## config.mk

```make
export PLATFORM = sky130hd
export DESIGN_NAME = snake_collision_detector
export DESIGN_NICKNAME = d
export VERILOG_FILES = /design/src/rtl/snake_collision_detector.sv
export SDC_FILE = /design/constraint.sdc
export NUM_CORES = 1
export LEC_CHECK = 0
export BUFFER_PORTS_ARGS = -buffer_cell sky130_fd_sc_hd__buf_2
export CAP_MARGIN = 20
export CELL_PAD_IN_SITES_DETAIL_PLACEMENT = 2
export CELL_PAD_IN_SITES_GLOBAL_PLACEMENT = 2
export CORE_MARGIN = 3
export CORE_UTILIZATION = 41
export DETAILED_ROUTE_END_ITERATION = 8
export GPL_TIMING_DRIVEN = 0
export HOLD_SLACK_MARGIN = 0.15
export PLACE_DENSITY = 0.91
export SLEW_MARGIN = 20
export SYNTH_ARGS = -nofsm -noshare
export SYNTH_HDL_FRONTEND = slang
export SYNTH_SLANG_ARGS = --single-unit
```

## constraint.sdc

```tcl
create_clock -name clk -period 4.7 [get_ports clk]
set_input_delay 0.47 -clock clk [delete_from_list [all_inputs] [get_ports clk]]
set_output_delay 0.47 -clock clk [all_outputs]
set_load 0.03 [all_outputs]
```

## src/rtl/snake_collision_detector.sv

```systemverilog
// Snake body store and collision scanner: one step per move_i; wall hit, self hit (one segment per cycle) or apple.
// Pulse length+1 cycles after move_i (1 cycle on a wall hit); no backpressure, moves outside RUN are dropped; `SNAKE_WRAP_EN wraps at edges.
module snake_collision_detector #(
  parameter int MAX_LEN   = 32,
  parameter int START_LEN = 3,
  parameter int START_X   = 8,
  parameter int START_Y   = 8
) (
  input  logic                         clk,
  input  logic                         rst,
  input  logic                         move_i,
  input  logic [1:0]                   dir_i,
  input  logic                         restart_i,
  input  logic [3:0]                   apple_x,
  input  logic [3:0]                   apple_y,
  output logic                         goodColl,
  output logic                         badColl,
  output logic [3:0]                   head_x,
  output logic [3:0]                   head_y,
  output logic [$clog2(MAX_LEN+1)-1:0] length,
  output logic                         alive
);

  localparam int            LW       = $clog2(MAX_LEN + 1);
  localparam int            IW       = $clog2(MAX_LEN);
  localparam logic [LW-1:0] LEN_MAX  = LW'(MAX_LEN);
  localparam logic [LW-1:0] LEN_INIT = LW'(START_LEN);
  localparam logic [LW-1:0] LEN_ONE  = LW'(1);
  localparam logic [1:0]    DIR_UP    = 2'b00;
  localparam logic [1:0]    DIR_RIGHT = 2'b01;
  localparam logic [1:0]    DIR_DOWN  = 2'b10;
  localparam logic [1:0]    DIR_LEFT  = 2'b11;

  typedef enum logic [1:0] {RUN, CHECK, COMMIT, DEAD} state_t;

  state_t        state_q, state_d;
  logic [3:0]    seg_x_q [MAX_LEN];
  logic [3:0]    seg_x_d [MAX_LEN];
  logic [3:0]    seg_y_q [MAX_LEN];
  logic [3:0]    seg_y_d [MAX_LEN];
  logic [LW-1:0] length_q, length_d;
  logic [IW-1:0] idx_q, idx_d;
  logic [1:0]    dir_q, dir_d;
  logic [3:0]    cand_x_q, cand_x_d;
  logic [3:0]    cand_y_q, cand_y_d;
  logic          wall_q, wall_d;
  logic          self_q, self_d;
  logic          load_init;

  logic [1:0]    step_dir;
  logic [3:0]    step_x, step_y;
  logic          off_grid;

  // A request for the exact reverse keeps the current heading.
  always_comb begin
    step_dir = (dir_i == {~dir_q[1], dir_q[0]}) ? dir_q : dir_i;
    step_x   = seg_x_q[0];
    step_y   = seg_y_q[0];
    case (step_dir)
      DIR_UP:    step_y = seg_y_q[0] - 4'd1;
      DIR_RIGHT: step_x = seg_x_q[0] + 4'd1;
      DIR_DOWN:  step_y = seg_y_q[0] + 4'd1;
      default:   step_x = seg_x_q[0] - 4'd1;
    endcase
`ifdef SNAKE_WRAP_EN
    off_grid = 1'b0;
`else
    off_grid = (step_dir == DIR_UP    && seg_y_q[0] == 4'd0)  ||
               (step_dir == DIR_RIGHT && seg_x_q[0] == 4'd15) ||
               (step_dir == DIR_DOWN  && seg_y_q[0] == 4'd15) ||
               (step_dir == DIR_LEFT  && seg_x_q[0] == 4'd0);
`endif
  end

  always_comb begin
    state_d   = state_q;
    seg_x_d   = seg_x_q;
    seg_y_d   = seg_y_q;
    length_d  = length_q;
    idx_d     = idx_q;
    dir_d     = dir_q;
    cand_x_d  = cand_x_q;
    cand_y_d  = cand_y_q;
    wall_d    = wall_q;
    self_d    = self_q;
    load_init = 1'b0;
    goodColl  = 1'b0;
    badColl   = 1'b0;
    unique case (state_q)
      RUN: begin
        if (move_i) begin
          dir_d    = step_dir;
          cand_x_d = step_x;
          cand_y_d = step_y;
          wall_d   = off_grid;
          self_d   = 1'b0;
          idx_d    = '0;
          state_d  = off_grid ? COMMIT : CHECK;
        end
      end
      CHECK: begin
        if (cand_x_q == seg_x_q[idx_q] && cand_y_q == seg_y_q[idx_q]) begin
          self_d = 1'b1;
        end
        if (LW'(idx_q) == length_q - LEN_ONE) begin
          state_d = COMMIT;
        end else begin
          idx_d = idx_q + IW'(1);
        end
      end
      COMMIT: begin
        if (wall_q || self_q) begin
          badColl = 1'b1;
          state_d = DEAD;
        end else begin
          for (int i = 1; i < MAX_LEN; i++) begin
            seg_x_d[i] = seg_x_q[i-1];
            seg_y_d[i] = seg_y_q[i-1];
          end
          seg_x_d[0] = cand_x_q;
          seg_y_d[0] = cand_y_q;
          // Growing keeps the old tail, which the shift has already moved down.
          if (cand_x_q == apple_x && cand_y_q == apple_y) begin
            goodColl = 1'b1;
            if (length_q != LEN_MAX) begin
              length_d = length_q + LEN_ONE;
            end
          end
          state_d = RUN;
        end
      end
      DEAD: begin
        if (restart_i) begin
          load_init = 1'b1;
        end
      end
      default: state_d = RUN;
    endcase
  end

  always_ff @(posedge clk) begin
    if (rst || load_init) begin
      state_q  <= RUN;
      length_q <= LEN_INIT;
      idx_q    <= '0;
      dir_q    <= DIR_RIGHT;
      cand_x_q <= 4'(START_X);
      cand_y_q <= 4'(START_Y);
      wall_q   <= 1'b0;
      self_q   <= 1'b0;
      for (int k = 0; k < MAX_LEN; k++) begin
        seg_x_q[k] <= (k < START_LEN) ? 4'(START_X - k) : 4'd0;
        seg_y_q[k] <= (k < START_LEN) ? 4'(START_Y) : 4'd0;
      end
    end else begin
      state_q  <= state_d;
      length_q <= length_d;
      idx_q    <= idx_d;
      dir_q    <= dir_d;
      cand_x_q <= cand_x_d;
      cand_y_q <= cand_y_d;
      wall_q   <= wall_d;
      self_q   <= self_d;
      seg_x_q  <= seg_x_d;
      seg_y_q  <= seg_y_d;
    end
  end

  assign head_x = seg_x_q[0];
  assign head_y = seg_y_q[0];
  assign length = length_q;
  assign alive  = (state_q != DEAD);

endmodule

```

# ---- Yosys cells after proc, flatten, opt, wreduce, memory -nomap -nowiden
# Index checks and enable logic that the tools add are counted.
dict set report classes {
  n_shift 0
  order_cmp 1
  mul 0
  reduce_logical 24
  muxes 27
  add_sub_neg 7
  eq_ne 20
  bitwise_logic 3
  div 0
}
# operator count
set op_table {}
lappend op_table {{binary-select mux 4 bit (select 5 bit)} 2}
lappend op_table {{equality test 4 bit} 4}
lappend op_table {{two-way mux 4 bit} 4}
lappend op_table {{one-hot mux 4 bit (2 select lines)} 2}
lappend op_table {{two-way mux 2 bit} 5}
lappend op_table {{two-way mux 5 bit} 2}
lappend op_table {{inequality test 2 bit, second input constant} 5}
lappend op_table {{one-hot mux 5 bit (2 select lines)} 1}
lappend op_table {{two-way mux 1 bit} 9}
lappend op_table {{AND reduction 3 bit} 3}
lappend op_table {{adder 4 x 1 -> 4 bit, second input constant} 2}
lappend op_table {{equality test 2 bit, second input constant} 4}
lappend op_table {{equality test 4 bit, second input constant} 2}
lappend op_table {{logical NOT 4 bit} 2}
lappend op_table {{subtractor 4 x 1 -> 4 bit, second input constant} 2}
lappend op_table {{adder 6 x 1 -> 6 bit, second input constant} 1}
lappend op_table {{equality test 5 x 6 -> 1 bit} 1}
lappend op_table {{greater-or-equal comparator 6 bit, second input constant} 1}
lappend op_table {{logical AND 1 bit} 6}
lappend op_table {{inequality test 6 bit, second input constant} 1}
lappend op_table {{NOT 5 -> 6 bit} 1}
lappend op_table {{one-hot mux 2 bit (3 select lines)} 1}
lappend op_table {{subtractor 6 x 1 -> 6 bit, second input constant} 1}
lappend op_table {{adder 5 x 1 -> 5 bit, second input constant} 1}
lappend op_table {{11 further kinds} 19}
dict set report word_totals {
  n_memories 0
  output_inout_bits 17
  in_bits 14
  ramBits 0
  elab_cells 154
  reg_bits 281
  romBits 0
  latch_bits 0
}

# ---- Depth between registers and ports, before layout
# Gate-level depths: netlist of the first run.
dict set report depth {
  depth_word 11
  depth_mapped 12
  depth_no_buf 10
}

# ---- Worst setup path before layout of the first run
# OpenSTA, ideal clock, no wires.
dict set report synth_path {
  path_type {input-to-reg}
  from {input dir_i[0]}
  to {register cand_x_q[3]}
  setup_ns 0.106
  setup_slack_ns 1.926
  t_required_ns 4.594
  n_path_buf 1
  cell_stages 10
  arrival_time_ns 2.669
  path_cell_list {clkbuf_1 xor2_1 mux2i_1 nand2_1 ha_1 a21o_1 a21oi_1 xor2_1 a21oi_1 o311ai_0}
}
dict set report synth_via {
  elab_chain_len 5
  elab_cells_between_ends 7
  cone_classes {eq/ne: 3; mux: 2; reduce/logical: 2}
}
# item line_no
set synth_rtl {}
lappend synth_rtl {{start: declaration} 12} ;# input logic [1:0] dir_i,
lappend synth_rtl {{equality test 2 bit} 56} ;# step_dir = (dir_i == {~dir_q[1], dir_q[0]}) ? dir_q : dir_i;
lappend synth_rtl {{two-way mux 2 bit *} 56}
lappend synth_rtl {{equality test 2 bit / logical NOT 2 bit (equally long branches)} 59} ;# case (step_dir)
lappend synth_rtl {{OR reduction 2 bit (no line)} --}
lappend synth_rtl {{one-hot mux 4 bit (2 select lines) *} 59}
lappend synth_rtl {{end signal: assignment} 147} ;# cand_x_q <= 4'(START_X);
lappend synth_rtl {{end signal: assignment} 160} ;# cand_x_q <= cand_x_d;
lappend synth_rtl {{end: declaration} 44} ;# logic [3:0] cand_x_q, cand_x_d;
# Mark *: on every way between the ends. The rest lies on a longest branch, timed or not.
# A chain may end at the register's enable or synchronous reset.

# ---- Final worst setup path of the first run
dict set report layout_path {
  from {register idx_q[1]}
  to {register self_q}
}
dict set report layout_via {
  elab_chain_len 8
  elab_cells_between_ends 12
  cone_classes {eq/ne: 3; mux: 6; bitwise: 1; reduce/logical: 2}
}
# item line_no
set layout_rtl {}
lappend layout_rtl {{start: declaration} 42} ;# logic [IW-1:0] idx_q, idx_d;
lappend layout_rtl {{start signal: assignment} 158} ;# idx_q <= idx_d;
lappend layout_rtl {{NOT 5 -> 6 bit (not written as such) *} 102} ;# if (cand_x_q == seg_x_q[idx_q] && cand_y_q == seg_y_q[idx_q]) begin
lappend layout_rtl {{binary-select mux 4 bit (select 5 bit)} 102}
lappend layout_rtl {{two-way mux 4 bit (not written as such) (2 in series)} 102}
lappend layout_rtl {{equality test 4 bit} 102}
lappend layout_rtl {{logical AND 1 bit *} 102}
lappend layout_rtl {{inequality test 2 bit (no line) *} --}
lappend layout_rtl {{AND reduction 3 bit (no line) *} --}
lappend layout_rtl {{end signal: assignment} 163} ;# self_q <= self_d;
lappend layout_rtl {{end: declaration} 47} ;# logic self_q, self_d;
# Mark *: on every way between the ends. The rest lies on a longest branch, timed or not. The select of a mux whose other input is x is not followed.

==> flow_metrics.tcl, run 1 <==
set metrics [dict create \
    dominantRegCellSynth "dfxtp_1" \
    cts_buffers 34 \
    critPathKind "reg -> reg" \
    h-tree-depth 2 \
    gr-total-overflow 0 \
    portBuffers 29 \
    yosysWarnings 0 \
    io_pins 31 \
    antenna_found_initial 1 \
    ys_types 57 \
    rows 64 \
    drtIter0Drc 1177 \
    worstHoldStart "rst" \
    area_growth_pct 13.6 \
    required_ns 5.13 \
    p_sw_frac 0.297 \
    rsz0062_at_grt "no" \
    viasPerCell 6.42 \
    cp_max_fo 10 \
    cp_data_arrival_time_ns 4.25 \
    max-clock-path-buffers 3 \
    fin_ws_ns 0.873 \
    drc_errors 0 \
    post-dp-hpwl_mm 35.8 \
    synth.area.top_cells "dfxtp_1 (44%), nand2_1 (16%), a21oi_1 (10%)" \
    dp_slack_ns 1.24 \
    report.final.slew_viol_count 0 \
    routed_wl_mm 62.3 \
    synth_nets 1582 \
    worstSetupStartpointType "flip-flop" \
    synth_area_leader_cell "dfxtp_1" \
    fp.dieArea_sq_um 33500 \
    avgSynthCellArea_sq_um 8.26 \
    grt_usage 0.365 \
    post_route_cells_drive_above_1_share 0.0938 \
    synth_edf_count 0 \
    ir_drop_mv 0.204 \
    die_w_um 183 \
    worstMarginPinSlew_ns 0.996 \
    yosysSeqAreaShare 0.438 \
    fin_tns_setup_ns 0 \
    gp_congestion 0.830 \
    netlist_instances 1554 \
    clockPowerShare 0.452 \
    endpoint_kind "flip-flop" \
    wl_per_cell_um 30.6 \
    synthArstFlopShare 0 \
    drt_pass1_iterations 5 \
    clock_latency_ns 0.53 \
    syn_area_sq_um 12800 \
    grt_pass1_vias 14600 \
    holdPathEnd "length[1]" \
    pwr-share-comb 0.137 \
    period_share 0.814 \
    layout_common_cells "nand2_1 (543), dfxtp_1 (281), a21oi_1 (268)" \
    leakagePower_nw 4.76 \
    path_clk_slew_ns 0.07 \
    cts_hold_buf 0 \
    hold_viol_final 0 \
    fmax_mhz 261 \
    power_switching_mw 1.79 \
    ant_nets 0 \
    reg2reg_to "self_q" \
    multi_input_area_sq_um 6560 \
    hold_path.class "in -> reg" \
    die_h_um 183 \
    synth_seq_cells 281 \
    synth.top_cell.area_share 0.438 \
    via_count 13100 \
    initial_core_util 0.417 \
    cap_violations 0 \
    rrSetupSlack_ns 0.87 \
    power_mw 6.04 \
    postCtsSetupBuffers 0 \
    rr_worst_depth 10 \
    r2r_start "idx_q[1]" \
    grt_max_degree 13 \
    outcome "complete, no violations" \
    fin_skew_ns 0.0157 \
    setup_viol 0 \
    seq_power_share 0.411 \
    nNetsFinal 1647 \
    p_int_mw 4.25 \
    cts_resized 0 \
    post-route-min-period_ns 3.83 \
    max_slew_margin 0.336 \
    core_sq_um 30700 \
    power.density_nw_per_um2 414 \
    numClockSinks 281 \
    hold_depth 3 \
    fill_cells 3375 \
    final-seq-area_sq_um 5630 \
    final_common_cell "nand2_1" \
    cts-root-buf "clkbuf_16" \
    cts_tree "yes" \
    grt_pass1_wl_mm 94.0 \
]
[critical path: stages (launching register included)]
cell	delay [ns]
dfxtp_1	0.36
buf_2	0.29
buf_4	0.35
buf_2	0.50
buf_2	0.52
mux4_2	0.42
a22oi_1	0.30
nand4_1	0.23
xnor2_1	0.22
o211ai_1	0.17
o41ai_2	0.35
[worst max-delay path by stage]
stage	cells past startpoint	from	slack, ns	to
2_1_floorplan	10	dir_i[0]	1.93	cand_x_q[3]
3_3_place_gp	10	idx_q[1]	1.30	self_q
3_5_place_dp	10	idx_q[1]	1.24	self_q
4_1_cts	10	idx_q[1]	1.01	self_q
5_1_grt	10	idx_q[1]	0.87	self_q
6_report	10	idx_q[1]	0.87	self_q
[power groups by stage]
stage               sequential, mW  clock [mW]  combinational (mW)
finish                        2.48        2.73               0.829
global route                  2.48        2.82               0.857
CTS                           2.48        2.74               0.805
detailed placement            2.53           0               0.748
global placement              2.52           0               0.704
floorplan                     2.50           0               0.502
[synth_stat cells, drive strengths merged (4+ instances only)]
library cell,instances
a211oi,6
a21o,4
a21oi,268
a22oi,4
buf,34
clkbuf,96
dfxtp,281
ha,12
inv,10
mux2,6
mux2i,48
mux4,45
nand2,543
nand2b,5
nand3,20
nand4,6
nor2,34
nor2b,5
nor3,7
nor3b,4
o2111ai,4
o211ai,6
o21ai,12
o221ai,13
o22ai,8
xnor2,27
xor2,10
[layer usage]
metal / share of wire / vias to the layer above / track usage
li1: - / 5421 / -
met1: 0.38 / 6657 / 0.420
met2: 0.48 / 711 / 0.622
met3: 0.069 / 310 / 0.0740
met4: 0.071 / 0 / 0.230
met5: 0 / - / 0
[registers in the layout (all words and copies together), names as in the netlist, 2 cells and up]
register  flops
idx_q         5
seg_x_q     124
cand_y_q      4
seg_y_q     124
head_y        4
cand_x_q      4
length        6
state_q       2
head_x        4
dir_q         2
[cell families (layout without fill, tap and decap cells)]
logic type      Yosys count  count (layout)  synth area share
mux                      99              99             0.125
simple gates            640             640             0.199
fa+ha+maj                14              14            0.0148
flops                   281             281             0.438
other cells               0               1                 0
buf+inv                 141             229            0.0500
compound gates          342             342             0.148
xor+xnor                 37              37            0.0253
[metrics by stage]
stage	cell area [sq um]	std cells	utilization	hold slack, ns
3_3_place_gp	13500	1979	0.438	0.443
6_report	14600	2039	0.474	0.406
3_5_place_dp	13500	1979	0.438	0.460
4_1_cts	14600	2038	0.474	0.375
5_1_grt	14600	2038	0.474	0.409
2_1_floorplan	12800	1554	-	0.432
[cell type report]
cell class	instances	area share
well taps	396	0.0340
multi-input cells	1132	0.450
diodes	1	0.000172
repair buffers	29	0.00996
flip-flops and latches	281	0.386
plain buffers	130	0.0412
inverters	11	0.00283
clock buffers	49	0.0685
clock inverters	10	0.00730
Power figures use the tool's default switching activity.
==> inputs of run 2 (changes only) <==
--- a/config.mk
+++ b/config.mk
@@ -10,11 +10,11 @@
 export CELL_PAD_IN_SITES_DETAIL_PLACEMENT = 2
 export CELL_PAD_IN_SITES_GLOBAL_PLACEMENT = 2
 export CORE_MARGIN = 3
-export CORE_UTILIZATION = 41
+export CORE_UTILIZATION = 35
 export DETAILED_ROUTE_END_ITERATION = 8
 export GPL_TIMING_DRIVEN = 0
 export HOLD_SLACK_MARGIN = 0.15
-export PLACE_DENSITY = 0.91
+export PLACE_DENSITY = 0.83
 export SLEW_MARGIN = 20
 export SYNTH_ARGS = -nofsm -noshare
 export SYNTH_HDL_FRONTEND = slang
==> constraint.sdc (replaced) <==
create_clock -name clk -period 3.3 [get_ports clk]
set_input_delay 0.33 -clock clk [delete_from_list [all_inputs] [get_ports clk]]
set_output_delay 0.33 -clock clk [all_outputs]
set_load 0.03 [all_outputs]
==> run 2 against run 1 <==
Effect of this change:
- sequential cell count did not move
- combinational power increased by 29%
- final area is 0.74% higher
- total power rose by 37%
- worst setup slack got worse by 0.72 ns
- wire length decreased by 24%
- non-clock buffer count unchanged
- critical path depth unchanged
- register-to-register slack worse by 0.72 ns
- clock power is 35% higher
- global-route usage down 13 points
- largest cell class unchanged
- sequential share of layout area shrank 0.28 points
- highest routed layer unchanged
==> flow_metrics.tcl, run 2 (same netlist as run 1, synthesis figures left out) <==
set metrics [dict create \
    max_slew_margin 0.397 \
    grt_pass1_vias 12600 \
    power_switching_mw 2.29 \
    power_mw 8.28 \
    path_buf_inv 4 \
    hold_path.class "in -> reg" \
    cts_buffers 34 \
    post-route-min-period_ns 3.15 \
    fin_tns_setup_ns 0 \
    p_int_mw 5.99 \
    routed_wl_mm 47.1 \
    fin_util 0.410 \
    initial_core_util 0.358 \
    final_area_sq_um 14700 \
    required_ns 3.72 \
    drc_errors 0 \
    cap_violations 0 \
    leakagePower_nw 4.77 \
    outcome "complete, no violations" \
    max-clock-path-buffers 3 \
    p_sw_frac 0.276 \
    postCtsSetupBuffers 0 \
    power.density_nw_per_um2 564 \
    gp_congestion 0.825 \
    cp-startpoint "idx_q[1]" \
    worstSetupStartpointType "flip-flop" \
    grt_max_degree 13 \
    worstHoldStart "rst" \
    crit_top_cell "buf_4" \
    antenna_found_initial 1 \
    report.final.slew_viol_count 0 \
    fp.dieArea_sq_um 39000 \
    post-dp-hpwl_mm 32.9 \
    dp_slack_ns -0.234 \
    viasPerCell 5.58 \
    clock_latency_ns 0.52 \
    ant_nets 0 \
    core_sq_um 35800 \
    fmax_mhz 318 \
    ir_drop_mv 0.267 \
    via_count 11700 \
    place_area_sq_um 13600 \
    cp_slowest_cell "mux4_2" \
    endpoint_kind "flip-flop" \
    die_h_um 197 \
    worstMarginPinSlew_ns 0.905 \
    slowest_delay_ns 0.38 \
    grt_usage 0.239 \
    gr-total-overflow 0 \
    layout_common_cells "nand2_1 (543), dfxtp_1 (281), a21oi_1 (267)" \
    grt_pass1_wl_mm 73.1 \
    io_pins 31 \
    cp_max_fo 10 \
    rsz0062_at_grt "no" \
    area_growth_pct 14.5 \
    final_common_cell "nand2_1" \
    seq_power_share 0.426 \
    clockPowerShare 0.445 \
    setup_viol 0 \
    wl_per_cell_um 22.4 \
    numClockSinks 281 \
    hold_ws_ns 0.222 \
    portBuffers 29 \
    critPathKind "reg -> reg" \
    nNetsFinal 1647 \
    drtIter0Drc 558 \
    period_share 0.953 \
    r2r_start "idx_q[1]" \
    fin_skew_ns 0.00918 \
    fill_cells 4015 \
    cts_tree "yes" \
    die_w_um 197 \
    rows 69 \
    dpl.cell_count 2044 \
    post_route_cells_drive_above_1_share 0.0981 \
    cp_data_arrival_time_ns 3.57 \
    crit_family "buffers and inverters" \
    drt_pass1_iterations 5 \
    cts-root-buf "clkbuf_16" \
    h-tree-depth 2 \
    pwr-share-comb 0.129 \
    hold_viol_final 0 \
    finalNonFillerCells 2103 \
    crit_chain "buf_2 -> buf_4 -> buf_6 -> buf_4 -> mux4_2 -> a22oi_1 -> nand4_1 -> xnor2_1 -> o211ai_1 -> o41ai_2" \
    fin_ws_ns 0.154 \
    path_clk_slew_ns 0.06 \
]
==> run 2: path summary, 6_finish.rpt <==
kind,endpoint,slack [ns],cells after the start
hold / removal,seg_y_q[119],0.22,3
setup reg to reg,self_q,0.15,10
hold reg to reg,seg_y_q[36],0.46,2
setup / recovery,self_q,0.15,10
==> run 2: power by group through the flow <==
stage	clock network [mW]	registers [mW]	logic, mW
after detailed placement	0	3.60	1.05
after floorplan	0	3.55	0.715
final	3.69	3.52	1.07
after CTS	3.76	3.52	1.06
after global routing	3.91	3.53	1.15
after global placement	0	3.59	1.01
==> run 2: worst register-to-register path, delay by kind of cell (launching register included) <==
kind / cells / cell delay [ns]
buffers and inverters: 4 / 1.19
AO/OA/AOI/OAI: 3 / 0.72
multiplexers: 1 / 0.38
flip-flops: 1 / 0.34
AND/OR/NAND/NOR: 1 / 0.22
XOR/XNOR: 1 / 0.20
==> run 2: layer usage <==
metal / part of all wire / up-vias / wire (um) / GRT usage
met5: 0 / - / 0 / 0
met3: 0.036 / 95 / 1680 / 0.0350
li1: - / 5425 / - / -
met1: 0.44 / 6006 / 20800 / 0.303
met2: 0.49 / 217 / 23000 / 0.415
met4: 0.035 / 0 / 1660 / 0.0871
==> run 2: layout make-up <==
type / count / area [sq um] / area share
multi-input cells: 1132 / 6580 / 0.448
flip-flops and latches: 281 / 5630 / 0.383
clock buffers: 51 / 1060 / 0.0719
plain buffers: 130 / 619 / 0.0422
well taps: 461 / 577 / 0.0393
repair buffers: 29 / 145 / 0.00988
inverters: 11 / 41.3 / 0.00281
clock inverters: 7 / 38.8 / 0.00264
diodes: 1 / 2.50 / 0.000170
==> run 2: repair_timing <==
| item | CTS | global route |
|---|---|---|
| pin swaps | 0 | 0 |
| endpoints found under the hold margin | 0 | 0 |
| hold buffers | 0 | 0 |
| endpoints found under the setup margin | 1 | 5 |
| gates resized for setup | 2 | 11 |
